### src/rtl/oflow_wb_pkg.sv
// Shared sizing, state encoding and remainder helpers for the object-feature
// write-back scheduler.
package oflow_wb_pkg;

    localparam int unsigned PE_NUM          = 24;
    localparam int unsigned ROW_NUM         = 4;
    localparam int unsigned HIST_FRAMES     = 5;

    localparam int unsigned GROUPS          = PE_NUM / 4;
    localparam int unsigned MAX_OBJ         = PE_NUM * ROW_NUM;
    localparam int unsigned WORDS_PER_FRAME = MAX_OBJ / 2;
    localparam int unsigned OBJ_W           = $clog2(MAX_OBJ + 1);
    localparam int unsigned ADDR_W          = $clog2(HIST_FRAMES * WORDS_PER_FRAME);
    localparam int unsigned SLOT_W          = $clog2(HIST_FRAMES);
    localparam int unsigned GROUP_W         = $clog2(GROUPS);
    localparam int unsigned ROW_W           = $clog2(ROW_NUM);
    localparam int unsigned BEAT_W          = $clog2(MAX_OBJ / 4 + 1);
    localparam int unsigned REM_W           = 2;

    typedef enum logic [1:0] {
        ST_IDLE,
        ST_WRITE,
        ST_DONE
    } wb_state_e;

    // Remainder 0 encodes a full beat of four objects.
    localparam logic [REM_W-1:0] REM_FULL = '0;

    // Word 1 carries objects 2..3 of the beat; it holds data for 3 or 4 objects.
    function automatic logic word1_valid(input logic [REM_W-1:0] rem);
        return (rem == REM_FULL) || (rem == REM_W'(3));
    endfunction

endpackage

### src/rtl/oflow_mem_wb_scheduler_if.sv
// Core-FSM handshake plus mem/PE select and MEM buffer write-port bundle.
interface oflow_mem_wb_scheduler_if;
    import oflow_wb_pkg::*;

    logic                start;
    logic [OBJ_W-1:0]    num_objects;
    logic [SLOT_W-1:0]   frame_slot;
    logic                mem_ready;
    logic                busy;
    logic                done;
    logic [GROUP_W-1:0]  pe_sel;
    logic [ROW_W-1:0]    row_sel;
    logic [REM_W-1:0]    remainder;
    logic                we_0;
    logic                we_1;
    logic [ADDR_W-1:0]   addr_0;
    logic [ADDR_W-1:0]   addr_1;

    modport master (
        output start, num_objects, frame_slot, mem_ready,
        input  busy, done, pe_sel, row_sel, remainder, we_0, we_1, addr_0, addr_1
    );

    modport slave (
        input  start, num_objects, frame_slot, mem_ready,
        output busy, done, pe_sel, row_sel, remainder, we_0, we_1, addr_0, addr_1
    );

endinterface

### src/rtl/oflow_wb_beat_counter.sv
// Nested PE-group / row counters for the next beat to issue, plus its linear index.
module oflow_wb_beat_counter
    import oflow_wb_pkg::*;
(
    input  logic               clk,
    input  logic               reset,
    input  logic               clear,
    input  logic               advance,
    output logic [GROUP_W-1:0] pe,
    output logic [ROW_W-1:0]   row,
    output logic [BEAT_W-1:0]  beat
);

    always_ff @(posedge clk or posedge reset) begin
        if (reset) begin
            pe   <= '0;
            row  <= '0;
            beat <= '0;
        end else if (clear) begin
            pe   <= '0;
            row  <= '0;
            beat <= '0;
        end else if (advance) begin
            beat <= beat + BEAT_W'(1);
            if (pe == GROUP_W'(GROUPS - 1)) begin
                pe  <= '0;
                row <= row + ROW_W'(1);
            end else begin
                pe  <= pe + GROUP_W'(1);
            end
        end
    end

endmodule

### src/rtl/oflow_mem_wb_scheduler.sv
// Write-back sequencer: one registered beat per ready cycle, four objects per
// beat, two buffer words per beat, framed by a start/busy/done handshake.
module oflow_mem_wb_scheduler
    import oflow_wb_pkg::*;
(
    input  logic                     clk,
    input  logic                     reset,
    oflow_mem_wb_scheduler_if.slave  wb
);

    wb_state_e           state, state_n;
    logic                busy_q, busy_n, done_q, done_n;
    logic                we0_q, we0_n, we1_q, we1_n;
    logic [GROUP_W-1:0]  pe_q, pe_n;
    logic [ROW_W-1:0]    row_q, row_n;
    logic [REM_W-1:0]    rem_q, rem_n;
    logic [ADDR_W-1:0]   addr0_q, addr0_n, addr1_q, addr1_n;
    logic [ADDR_W-1:0]   next_addr_q, next_addr_n;
    logic [BEAT_W-1:0]   last_idx_q, last_idx_n;
    logic [REM_W-1:0]    rem_last_q, rem_last_n;

    logic                issue;
    logic [GROUP_W-1:0]  cnt_pe;
    logic [ROW_W-1:0]    cnt_row;
    logic [BEAT_W-1:0]   cnt_beat;

    logic [SLOT_W-1:0]   slot_c;
    logic [ADDR_W-1:0]   base_c, src_addr;
    logic [OBJ_W:0]      obj_round_c;
    logic [BEAT_W-1:0]   last_idx_c, src_last_idx;
    logic [REM_W-1:0]    src_rem;
    logic                idle_c;

    oflow_wb_beat_counter u_beat_counter (
        .clk     (clk),
        .reset   (reset),
        .clear   (state == ST_DONE),
        .advance (issue),
        .pe      (cnt_pe),
        .row     (cnt_row),
        .beat    (cnt_beat)
    );

    // Request decode: out-of-range slots fall back to slot 0; beats = ceil(n/4).
    always_comb begin
        slot_c      = (wb.frame_slot < SLOT_W'(HIST_FRAMES)) ? wb.frame_slot : '0;
        base_c      = ADDR_W'(slot_c) * ADDR_W'(WORDS_PER_FRAME);
        obj_round_c = {1'b0, wb.num_objects} + (OBJ_W + 1)'(3);
        last_idx_c  = BEAT_W'(obj_round_c >> 2) - BEAT_W'(1);
        idle_c      = (state == ST_IDLE);
        // Beat 0 is issued straight from IDLE so it appears the cycle after start.
        src_addr     = idle_c ? base_c : next_addr_q;
        src_last_idx = idle_c ? last_idx_c : last_idx_q;
        src_rem      = idle_c ? wb.num_objects[REM_W-1:0] : rem_last_q;
    end

    always_comb begin
        state_n     = state;
        busy_n      = busy_q;
        done_n      = 1'b0;
        we0_n       = 1'b0;
        we1_n       = 1'b0;
        pe_n        = pe_q;
        row_n       = row_q;
        rem_n       = rem_q;
        addr0_n     = addr0_q;
        addr1_n     = addr1_q;
        next_addr_n = next_addr_q;
        last_idx_n  = last_idx_q;
        rem_last_n  = rem_last_q;
        issue       = 1'b0;

        case (state)
            ST_IDLE: begin
                if (wb.start) begin
                    busy_n      = 1'b1;
                    last_idx_n  = last_idx_c;
                    rem_last_n  = wb.num_objects[REM_W-1:0];
                    next_addr_n = base_c;
                    if (wb.num_objects == '0) begin
                        state_n = ST_DONE;
                    end else begin
                        state_n = ST_WRITE;
                        issue   = wb.mem_ready;
                    end
                end
            end
            ST_WRITE: begin
                if (cnt_beat > last_idx_q) begin
                    state_n = ST_DONE;
                end else begin
                    issue = wb.mem_ready;
                end
            end
            ST_DONE: begin
                done_n  = 1'b1;
                busy_n  = 1'b0;
                state_n = ST_IDLE;
            end
            default: state_n = ST_IDLE;
        endcase

        // A stalled cycle leaves select/remainder/address registers untouched.
        if (issue) begin
            we0_n       = 1'b1;
            rem_n       = (cnt_beat == src_last_idx) ? src_rem : REM_FULL;
            we1_n       = word1_valid(rem_n);
            pe_n        = cnt_pe;
            row_n       = cnt_row;
            addr0_n     = src_addr;
            addr1_n     = src_addr + ADDR_W'(1);
            next_addr_n = src_addr + ADDR_W'(2);
        end
    end

    always_ff @(posedge clk or posedge reset) begin
        if (reset) begin
            state       <= ST_IDLE;
            busy_q      <= 1'b0;
            done_q      <= 1'b0;
            we0_q       <= 1'b0;
            we1_q       <= 1'b0;
            pe_q        <= '0;
            row_q       <= '0;
            rem_q       <= '0;
            addr0_q     <= '0;
            addr1_q     <= '0;
            next_addr_q <= '0;
            last_idx_q  <= '0;
            rem_last_q  <= '0;
        end else begin
            state       <= state_n;
            busy_q      <= busy_n;
            done_q      <= done_n;
            we0_q       <= we0_n;
            we1_q       <= we1_n;
            pe_q        <= pe_n;
            row_q       <= row_n;
            rem_q       <= rem_n;
            addr0_q     <= addr0_n;
            addr1_q     <= addr1_n;
            next_addr_q <= next_addr_n;
            last_idx_q  <= last_idx_n;
            rem_last_q  <= rem_last_n;
        end
    end

    assign wb.busy      = busy_q;
    assign wb.done      = done_q;
    assign wb.we_0      = we0_q;
    assign wb.we_1      = we1_q;
    assign wb.pe_sel    = pe_q;
    assign wb.row_sel   = row_q;
    assign wb.remainder = rem_q;
    assign wb.addr_0    = addr0_q;
    assign wb.addr_1    = addr1_q;

endmodule

### src/flat_wrapper.sv
// flat-port wrapper written by rule: the top's interface ports become plain ports
module oflow_mem_wb_scheduler_flat import oflow_wb_pkg::*;
  (clk, reset, wb_start, wb_num_objects, wb_frame_slot, wb_mem_ready, wb_busy, wb_done, wb_pe_sel, wb_row_sel, wb_remainder, wb_we_0, wb_we_1, wb_addr_0, wb_addr_1);
  oflow_mem_wb_scheduler_if wb_i ();
  input  logic clk;
  input  logic reset;
  input wire logic [$bits(wb_i.start)-1:0] wb_start;
  input wire logic [$bits(wb_i.num_objects)-1:0] wb_num_objects;
  input wire logic [$bits(wb_i.frame_slot)-1:0] wb_frame_slot;
  input wire logic [$bits(wb_i.mem_ready)-1:0] wb_mem_ready;
  output wire logic [$bits(wb_i.busy)-1:0] wb_busy;
  output wire logic [$bits(wb_i.done)-1:0] wb_done;
  output wire logic [$bits(wb_i.pe_sel)-1:0] wb_pe_sel;
  output wire logic [$bits(wb_i.row_sel)-1:0] wb_row_sel;
  output wire logic [$bits(wb_i.remainder)-1:0] wb_remainder;
  output wire logic [$bits(wb_i.we_0)-1:0] wb_we_0;
  output wire logic [$bits(wb_i.we_1)-1:0] wb_we_1;
  output wire logic [$bits(wb_i.addr_0)-1:0] wb_addr_0;
  output wire logic [$bits(wb_i.addr_1)-1:0] wb_addr_1;
  assign wb_i.start = wb_start;
  assign wb_i.num_objects = wb_num_objects;
  assign wb_i.frame_slot = wb_frame_slot;
  assign wb_i.mem_ready = wb_mem_ready;
  assign wb_busy = wb_i.busy;
  assign wb_done = wb_i.done;
  assign wb_pe_sel = wb_i.pe_sel;
  assign wb_row_sel = wb_i.row_sel;
  assign wb_remainder = wb_i.remainder;
  assign wb_we_0 = wb_i.we_0;
  assign wb_we_1 = wb_i.we_1;
  assign wb_addr_0 = wb_i.addr_0;
  assign wb_addr_1 = wb_i.addr_1;
  oflow_mem_wb_scheduler u_core (.clk(clk), .reset(reset), .wb(wb_i));
endmodule
### config.mk
export PLATFORM = sky130hd
export DESIGN_NAME = oflow_mem_wb_scheduler_flat
export DESIGN_NICKNAME = d
export VERILOG_FILES = /design/src/rtl/oflow_wb_pkg.sv /design/src/rtl/oflow_mem_wb_scheduler_if.sv /design/src/rtl/oflow_wb_beat_counter.sv /design/src/rtl/oflow_mem_wb_scheduler.sv /design/src/flat_wrapper.sv
export SDC_FILE = /design/constraint.sdc
export NUM_CORES = 1
export LEC_CHECK = 0
export CORE_ASPECT_RATIO = 1.1
export CORE_MARGIN = 2
export CORE_UTILIZATION = 40
export DETAILED_ROUTE_END_ITERATION = 16
export PLACE_DENSITY = 0.59
export SYNTH_ARGS = -nofsm -noshare
export SYNTH_HDL_FRONTEND = slang
export SYNTH_SLANG_ARGS = --single-unit
### constraint.sdc
create_clock -name clk -period 7.1 [get_ports clk]
set_input_delay 1.42 -clock clk [delete_from_list [all_inputs] [get_ports clk]]
set_output_delay 1.42 -clock clk [all_outputs]
set_load 0.1 [all_outputs]
Yosys cells after proc, flatten, opt, wreduce, memory -nomap -nowiden
Index checks and enable logic that the tools add are counted.
{"block": "word_totals", "ff_bits": 54, "inputBits": 14, "out_inout_bits": 27, "elab_cells": 76}
{"block": "op_classes", "n_addsub": 7, "n_mul": 1, "n_lt_le_gt_ge": 2, "n_eq_ne": 7, "mux": 29, "reduce_logical": 14}
{"operator": "2-to-1 mux 8 bit", "n": 4}
{"operator": "2-to-1 mux 2 bit", "n": 8}
{"operator": "2-to-1 mux 5 bit", "n": 3}
{"operator": "2-to-1 mux 3 bit", "n": 4}
{"operator": "AND reduction 2 bit", "n": 5}
{"operator": "nonzero test 2 bit", "n": 5}
{"operator": "adder 8 x 1 -> 8 bit, second input constant", "n": 1}
{"operator": "adder 8 x 2 -> 8 bit, second input constant", "n": 1}
{"operator": "adder 7 x 2 -> 7 bit, second input constant", "n": 1}
{"operator": "zero test 7 bit", "n": 1}
{"operator": "2-to-1 mux 1 bit", "n": 7}
{"operator": "adder 5 x 1 -> 5 bit, second input constant", "n": 1}
{"operator": "equality test 5 bit", "n": 1}
{"operator": "> comparator 5 bit", "n": 1}
{"operator": "subtractor 5 x 1 -> 5 bit, second input constant", "n": 1}
{"operator": "equality test 2 bit, second input constant", "n": 2}
{"operator": "zero test 2 bit", "n": 2}
{"operator": "multiplier 3 x 2 -> 4 bit, second input constant", "n": 1}
{"operator": "case mux 1 bit (2 select lines)", "n": 2}
{"operator": "case mux 2 bit (2 select lines)", "n": 1}
{"operator": "adder 3 x 1 -> 3 bit, second input constant", "n": 1}
{"operator": "equality test 3 bit, second input constant", "n": 1}
{"operator": "< comparator 3 bit, second input constant", "n": 1}
{"operator": "adder 2 x 1 -> 2 bit, second input constant", "n": 1}
{"operator": "4 further kinds", "n": 4}

Longest topological paths before layout
Gate-level depths: netlist (run 1).
{"block": "depth", "depth_word": 8, "ltp_mapped": 11, "mapped_depth_nobuf": 9}

By module
From an unflattened synthesis (run 1), not the netlist that was laid out.
{"block": "unflattened", "cells_unflattened": 325, "area_unflattened_um2": 2960.3}
{"module": "oflow_mem_wb_scheduler", "instances": 1, "cells_per_inst": 281, "area_per_inst_um2": 2472.4, "seq_area_each_um2": 1101.1}
{"module": "oflow_wb_beat_counter", "instances": 1, "cells_per_inst": 44, "area_per_inst_um2": 488.0, "seq_area_each_um2": 250.2}

Least setup slack after synthesis (run 1)
Ideal clock, no wire load.
{"block": "synth_path", "path_kind": "input-to-reg", "from": "input wb_num_objects[0]", "to": "register u_core.rem_q[1] (netlist: u_core.wb.remainder[1])", "setup_ns": 0.095, "arrival_ns": 3.422, "t_required_ns": 7.005, "path_slack_ns": 3.583, "cell_stages": 9, "path_buffers": 0, "path_cell_list": "or3_1 nand2_1 ha_1 or3b_1 mux2i_1 xnor3_1 a211oi_1 o211ai_1 o31ai_1"}
{"block": "synth_between", "elab_chain_len": 5, "word_cells_on_any_way": 9, "classes_between": "add/sub (2); eq/ne (1); mux (5); reduce/logical (1)"}
{"element": "start, declared", "line": "flat_wrapper.sv:8", "text": "input wire logic [$bits(wb_i.num_objects)-1:0] wb_num_objects;"}
{"element": "adder 7 x 2 -> 7 bit", "line": "oflow_mem_wb_scheduler.sv:48", "text": "obj_round_c = {1'b0, wb.num_objects} + (OBJ_W + 1)'(3);"}
{"element": "subtractor 5 x 1 -> 5 bit", "line": "oflow_mem_wb_scheduler.sv:49", "text": "last_idx_c = BEAT_W'(obj_round_c >> 2) - BEAT_W'(1);"}
{"element": "via u_core.last_idx_c[0]", "line": "oflow_mem_wb_scheduler.sv:30", "text": "logic [BEAT_W-1:0] last_idx_c, src_last_idx;"}
{"element": "2-to-1 mux 5 bit", "line": "oflow_mem_wb_scheduler.sv:53", "text": "src_last_idx = idle_c ? last_idx_c : last_idx_q;"}
{"element": "equality test 5 bit", "line": "oflow_mem_wb_scheduler.sv:106", "text": "rem_n = (cnt_beat == src_last_idx) ? src_rem : REM_FULL;"}
{"element": "2-to-1 mux 2 bit", "line": "oflow_mem_wb_scheduler.sv:106"}
{"element": "end signal, assigned", "line": "oflow_mem_wb_scheduler.sv:139", "text": "rem_q <= rem_n;"}
{"element": "end, declared", "line": "oflow_mem_wb_scheduler.sv:16", "text": "logic [REM_W-1:0] rem_q, rem_n;"}
The timed path passes the listed nets, and every way through them passes these cells.
A chain may end at the register's enable or synchronous reset.

Worst setup path after layout (run 1)
{"block": "layout_path", "from": "input wb_num_objects[0]", "to": "register u_core.rem_q[1] (netlist: u_core.wb.remainder[1])"}
{"block": "layout_between", "elab_chain_len": 5, "word_cells_on_any_way": 9, "classes_between": "add/sub (2); eq/ne (1); mux (5); reduce/logical (1)"}
{"element": "adder 7 x 2 -> 7 bit", "line": "oflow_mem_wb_scheduler.sv:48"}
{"element": "subtractor 5 x 1 -> 5 bit", "line": "oflow_mem_wb_scheduler.sv:49"}
{"element": "2-to-1 mux 5 bit", "line": "oflow_mem_wb_scheduler.sv:53"}
{"element": "equality test 5 bit", "line": "oflow_mem_wb_scheduler.sv:106"}
{"element": "2-to-1 mux 2 bit", "line": "oflow_mem_wb_scheduler.sv:106"}
Several ways; a longest one is shown, not always the timed one.

==> results.sh, run 1 <==
export IMPL_status="finished, final reports clean"
export IMPL_diodes=0
export IMPL_layout_common_cells="nand2_1 (63), dfrtp_1 (54), clkdlybuf4s50_1 (40), o21ai_0 (21), nor2_1 (20)"
export IMPL_leakagePower_nw=1.64
export IMPL_hold_path_class="flop to flop"
export IMPL_rr_startpoint="u_core.u_beat_counter.beat[3]$_DFFE_PP0P_"
export IMPL_port_buffers=40
export IMPL_maxSlewViolCount=0
export IMPL_hold_viol=0
export IMPL_intPower_w=0.000825
export IMPL_die_x_um=86.4
export IMPL_crit_required_ps=7330
export IMPL_end_kind="flop"
export IMPL_critPathMaxFanout=6
export IMPL_drtIter0Drc=89
export IMPL_synthesis_area_um2=2990
export IMPL_p_seq_share_pct=29.5
export IMPL_antenna_found_initial=0
export IMPL_hold_buffers=0
export IMPL_cts_tree="done"
export IMPL_synth_top_cell_by_area="dfrtp_1"
export IMPL_row_count=33
export IMPL_syn_to_final_growth_pct=18.9
export IMPL_r2r_end="u_core.wb.addr_0[2]$_DFFE_PP0P_"
export IMPL_htreeDepth=2
export IMPL_cpMaxStageDelayCell="clkdlybuf4s50_1"
export IMPL_setup_viol=0
export IMPL_cts_root_buffer="clkbuf_8"
export IMPL_path_clk_slew_ps=110
export IMPL_avgSynthCellArea_um2=9.40
export IMPL_hp_start="u_core.wb.addr_1[4]$_DFFE_PP0P_"
export IMPL_maxCapViolations=0
export IMPL_max_stage_delay_ps=500
export IMPL_die_h_um=94.6
export IMPL_power_frac_comb_pct=58.2
export IMPL_core_um2=7350
export IMPL_p_sw_share_pct=53.7
export IMPL_ys_flop_type="dfrtp_1"
export IMPL_start_util_pct=40.7
export IMPL_die_area_um2=8180
export IMPL_ys_seq_area_share_pct=45.2
export IMPL_p_clk_share_pct=12.3
export IMPL_synthArstFlopShare_pct=100
export IMPL_cp_start_kind="input port"
export IMPL_synth_edf_count=0
export IMPL_wl_mm=6.57
export IMPL_grt_pass1_wl_mm=11.3
export IMPL_yosysTopAreaCellShare_pct=45.2
export IMPL_path_cells="clkdlybuf4s50_1 -> o21ai_0 -> xor2_1 -> ha_1 -> or3b_1 -> mux2i_1 -> xnor3_1 -> a211oi_1 -> o211ai_1 -> o31ai_1"
export IMPL_max_freq_mhz=255
export IMPL_viasPerCell=5.28
export IMPL_whs_endpoint="u_core.wb.addr_1[4]$_DFFE_PP0P_"
export IMPL_clock_latency_ps=310
export IMPL_rsz0062_at_grt="false"
export IMPL_ys_types=54
export IMPL_netlist_top_cells_area="dfrtp_1 (45%), nand2_1 (7.9%), ha_1 (4.2%)"
export IMPL_critPathKind="input port to flop"
export IMPL_p_per_area_nw_per_um2=501
export IMPL_grt_start_max_net_pins=55
export IMPL_min_period_ps=3930
export IMPL_worst_clock_skew_ps=9.93
export IMPL_place_congestion=0.895
export IMPL_reg2reg_slack_ps=4320
export IMPL_cts_inserted_buffers=5
export IMPL_cts_resized=0
export IMPL_p_sw_w=0.000956
export IMPL_slew_headroom_pct=22.7
export IMPL_critical_path_arrival_ps=4160
export IMPL_final_common_cell="nand2_1"
export IMPL_tns_ps=0
export IMPL_postCtsSetupBuffers=0
export IMPL_synth_cells=318
export IMPL_p_total_w=0.00178
export IMPL_ioPinCount=41
export IMPL_synth_nets=343
export IMPL_vias=2335
export IMPL_yosys_warnings=0
export IMPL_r2r_cells=8
export IMPL_ant_nets=0
export IMPL_wl_per_cell_um=14.9
export IMPL_vdd_drop_max_mv=0.243
export IMPL_dr_pass1_iters=4
export IMPL_timing_final_crit_share_pct=55.3
export IMPL_first_global_vias=2297
export IMPL_drc_errors=0
export IMPL_clock_sinks=54
export IMPL_track_usage_pct=17.6
export IMPL_layout_drive_gt1_share_pct=5.63
export IMPL_grt_ovfl_total=0
export IMPL_worstMarginPinSlew_ps=1160
export IMPL_hpwl_mm=4.74
export IMPL_worstHoldPathCells=2
export IMPL_nets=379
export IMPL_synth_seq_cells=54
export IMPL_clock_path_buffers=2
## sequential cells by signal, summed over array words and instances (netlist names), 3 cells and up
name / flops
u_core.next_addr_q: 8
u_core.wb.addr_0: 8
u_core.wb.addr_1: 8
u_core.last_idx_q: 5
u_core.u_beat_counter.beat: 5
u_core.u_beat_counter.pe: 3
u_core.wb.pe_sel: 3
## Yosys cell counts, types with 2 or more instances
library cell and count:
a211oi_1 2, a21o_1 4, a21oi_1 15, a22o_1 3, a31oi_1 4, and2_1 7, and3_1 7, buf_2 4
buf_6 3, clkbuf_1 6, dfrtp_1 54, ha_1 10, inv_1 13, mux2_2 2, mux2i_1 6, nand2_1 63
nand2b_1 4, nand3_1 9, nand4_1 2, nor2_1 20, nor2b_1 5, o21a_1 2, o21ai_0 21, o22ai_1 2
o31ai_1 4, or3_1 2, xnor2_1 10, xor2_1 8
## layer usage
| layer | wire length [um] | vias up | GRT usage [%] |
|---|---|---|---|
| met4 | 72 | 0 | 5.73 |
| met5 | 0 | - | 0 |
| met3 | 229 | 8 | 2.88 |
| met2 | 3260 | 45 | 29.2 |
| li1 | - | 1168 | - |
| met1 | 3010 | 1114 | 23.5 |
## logic make-up after synthesis
group                    synth area share, %
XOR/XNOR                                6.03
adder cells (fa/ha/maj)                 4.86
multiplexers                            2.76
AO/OA/AOI/OAI                           16.2
AND/OR/NAND/NOR                         20.6
buffers and inverters                   4.31
flip-flops                              45.2
## worst max-delay path, delay by kind of cell
family	cells	cell delay, ps
fa+ha+maj	1	210
compound gates	4	1060
simple gates	1	350
xor+xnor	2	460
buf+inv	1	500
mux	1	150
## layout make-up
type / count / area, um^2
Tap cell: 87 / 109
Timing Repair Buffer: 42 / 415
Clock buffer: 5 / 68.8
Sequential cell: 54 / 1350
Inverter: 14 / 52.6
Clock inverter: 3 / 48.8
Multi-Input combinational cell: 237 / 1510
Fill cell: 718 / 3800
## worst max-delay path by stage
stage | startpoint | end
floorplan | wb_num_objects[0] | u_core.wb.remainder[1]$_DFFE_PP0P_
global placement | wb_num_objects[1] | u_core.wb.remainder[1]$_DFFE_PP0P_
detailed placement | wb_num_objects[0] | u_core.wb.remainder[1]$_DFFE_PP0P_
CTS | wb_num_objects[0] | u_core.wb.remainder[1]$_DFFE_PP0P_
global route | wb_num_objects[1] | u_core.wb.remainder[1]$_DFFE_PP0P_
finish | wb_num_objects[0] | u_core.wb.remainder[1]$_DFFE_PP0P_
## power by group through the flow
stage / clock network [W] / logic, W / registers (W)
6_report: 0.000219 / 0.00104 / 0.000526
5_1_grt: 0.000238 / 0.00113 / 0.000545
3_5_place_dp: 0 / 0.00104 / 0.000535
3_3_place_gp: 0 / 0.00103 / 0.000530
2_1_floorplan: 0 / 0.000454 / 0.000896
4_1_cts: 0.000226 / 0.00105 / 0.000528
## through the flow
step	setup slack [ps]	hold WS [ps]	instance area [um^2]	std cells	util [%]
after floorplan	3580	440	2990	318	-
after global placement	2930	448	3440	434	46.7
after detailed placement	2850	456	3440	434	46.7
after CTS	3170	480	3550	442	48.3
after global routing	2900	500	3550	442	48.3
final	3170	470	3550	442	48.3
Power figures use the tool's default switching activity.
==> inputs of run 2 (changes only) <==
clock period = 3.7 ns   (was 7.1 ns; I/O delays follow)
==> run 2 against run 1 <==
  * Utilization grew 0.26 points
  * Final cell count rose by 1.1%
  * Clock power grew 67%
  * Sequential share of layout area shrank 0.20 points
  * Design area is 0.53% higher
  * Clock skew fell by 3.3 ps
  * Register-to-register slack got worse by 3100 ps
  * Total power is 90% higher
  * Critical path depth did not move
  * Global-route usage fell by 0.17 points
  * Combinational power increased by 93%
==> results.sh, run 2 (synthesis results as in run 1) <==
export IMPL_nets=384
export IMPL_ant_nets=0
export IMPL_viasPerCell=5.28
export IMPL_hold_viol=0
export IMPL_rsz0062_at_grt="false"
export IMPL_antenna_found_initial=0
export IMPL_leakagePower_nw=1.65
export IMPL_cp_startpoint="wb_num_objects[2]"
export IMPL_layout_drive_gt1_share_pct=6.94
export IMPL_setup_viol=0
export IMPL_htreeDepth=2
export IMPL_critical_path_arrival_ps=3480
export IMPL_hold_buffers=0
export IMPL_rr_startpoint="u_core.u_beat_counter.beat[1]$_DFFE_PP0P_"
export IMPL_cts_resized=0
export IMPL_p_total_w=0.00338
export IMPL_syn_to_final_growth_pct=19.6
export IMPL_crit_required_ps=3930
export IMPL_max_freq_mhz=308
export IMPL_row_count=33
export IMPL_multi_input_area_um2=1510
export IMPL_cts_inserted_buffers=5
export IMPL_drtIter0Drc=102
export IMPL_first_global_vias=2325
export IMPL_grt_start_max_net_pins=30
export IMPL_wl_mm=6.63
export IMPL_layout_common_cells="nand2_1 (63), dfrtp_1 (54), clkdlybuf4s50_1 (40), o21ai_0 (21), nor2_1 (20)"
export IMPL_start_util_pct=40.7
export IMPL_path_clk_slew_ps=100
export IMPL_min_period_ps=3250
export IMPL_reg2reg_slack_ps=1240
export IMPL_tns_ps=0
export IMPL_endpoint="u_core.wb.remainder[1]$_DFFE_PP0P_"
export IMPL_finalNonFillerCells=447
export IMPL_critPathMaxFanout=4
export IMPL_status="finished, final reports clean"
export IMPL_vdd_drop_max_mv=0.486
export IMPL_cts_root_buffer="clkbuf_8"
export IMPL_hpwl_mm=4.96
export IMPL_drc_errors=0
export IMPL_die_area_um2=8180
export IMPL_place_congestion=0.792
export IMPL_r2r_end="u_core.wb.addr_1[5]$_DFFE_PP0P_"
export IMPL_clock_latency_ps=310
export IMPL_placed_cells=439
export IMPL_clock_sinks=54
export IMPL_port_buffers=40
export IMPL_whs_ps=472
export IMPL_regArea_um2=1350
export IMPL_cp_start_kind="input port"
export IMPL_ioPinCount=41
export IMPL_grt_pass1_wl_mm=11.3
export IMPL_die_h_um=94.6
export IMPL_maxSlewViolCount=0
export IMPL_dr_pass1_iters=4
export IMPL_critPathKind="input port to flop"
export IMPL_p_per_area_nw_per_um2=945
export IMPL_cts_tree="done"
export IMPL_wl_per_cell_um=14.8
export IMPL_vias=2360
export IMPL_slew_headroom_pct=35.2
export IMPL_worstMarginPinSlew_ps=969
export IMPL_maxCapViolations=0
export IMPL_worst_clock_skew_ps=6.66
export IMPL_core_um2=7350
export IMPL_track_usage_pct=17.4
export IMPL_postCtsSetupBuffers=0
export IMPL_end_kind="flop"
export IMPL_grt_ovfl_total=0
export IMPL_final_common_cell="nand2_1"
export IMPL_clock_path_buffers=2
export IMPL_timing_final_crit_share_pct=87.8
export IMPL_fillers=721
export IMPL_hold_path_class="flop to flop"
export IMPL_r2r_cells=7
export IMPL_die_x_um=86.4
export IMPL_diodes=0
run 2: changes by cell type in the layout (fill, tap and decap cells not counted):
cell / before / now
clkbuf_8: 5 / 6
bufinv_16: 1 / 0
inv_8: 1 / 0
inv_6: 0 / 1
buf_4: 2 / 7
run 2: how the worst min path moves through the flow:
stage,endpoint,slack (ps),start,depth (start not counted)
detailed placement,u_core.wb.addr_1[4]$_DFFE_PP0P_,460,u_core.wb.addr_1[4]$_DFFE_PP0P_,2
finish,u_core.wb.addr_1[4]$_DFFE_PP0P_,470,u_core.wb.addr_1[4]$_DFFE_PP0P_,2
CTS,u_core.wb.addr_1[4]$_DFFE_PP0P_,480,u_core.wb.addr_1[4]$_DFFE_PP0P_,2
global route,u_core.wb.addr_1[4]$_DFFE_PP0P_,490,u_core.wb.addr_1[4]$_DFFE_PP0P_,2
floorplan,u_core.u_beat_counter.pe[0]$_DFFE_PP0P_,440,u_core.u_beat_counter.pe[0]$_DFFE_PP0P_,1
global placement,u_core.wb.addr_1[4]$_DFFE_PP0P_,450,u_core.wb.addr_1[4]$_DFFE_PP0P_,2
run 2: cell type report:
cell class                      instances  share of cell area, %
Clock buffer                            6                   2.31
Multi-Input combinational cell        237                   42.2
Tap cell                               87                   3.05
Timing Repair Buffer                   47                   12.7
Inverter                               14                   1.47
Sequential cell                        54                   37.8
Clock inverter                          2                  0.455
run 2: critical path: stages:
cell             delay [ps]
clkdlybuf4s50_1         480
or3_1                   400
nand2_1                 130
ha_1                    210
or3b_1                  350
mux2i_1                 170
xnor3_1                 280
a211oi_1                280
o211ai_1                190
o31ai_1                 250
run 2: through the flow:
stage	setup slack [ps]	instance area [um^2]	utilization, %
detailed placement	163	3470	47.3
floorplan	863	2990	-
CTS	475	3570	48.6
finish	450	3570	48.6
global placement	272	3470	47.3
global route	281	3570	48.6
run 2: layer usage:
layer	track usage, %	vias up	part of all wire, %
met5	0	-	0
met4	5.34	0	1.5
met3	2.62	9	3.2
met2	30.4	42	51
met1	22.2	1136	44
li1	-	1173	-
run 2: where the power goes:
group,internal (W),leakage (nW),switching (W)
clock,0.000155,0.0478,0.000211
sequential,0.000812,0.688,0.000192
combinational,0.000587,0.916,0.00142
total,0.00155,1.65,0.00182
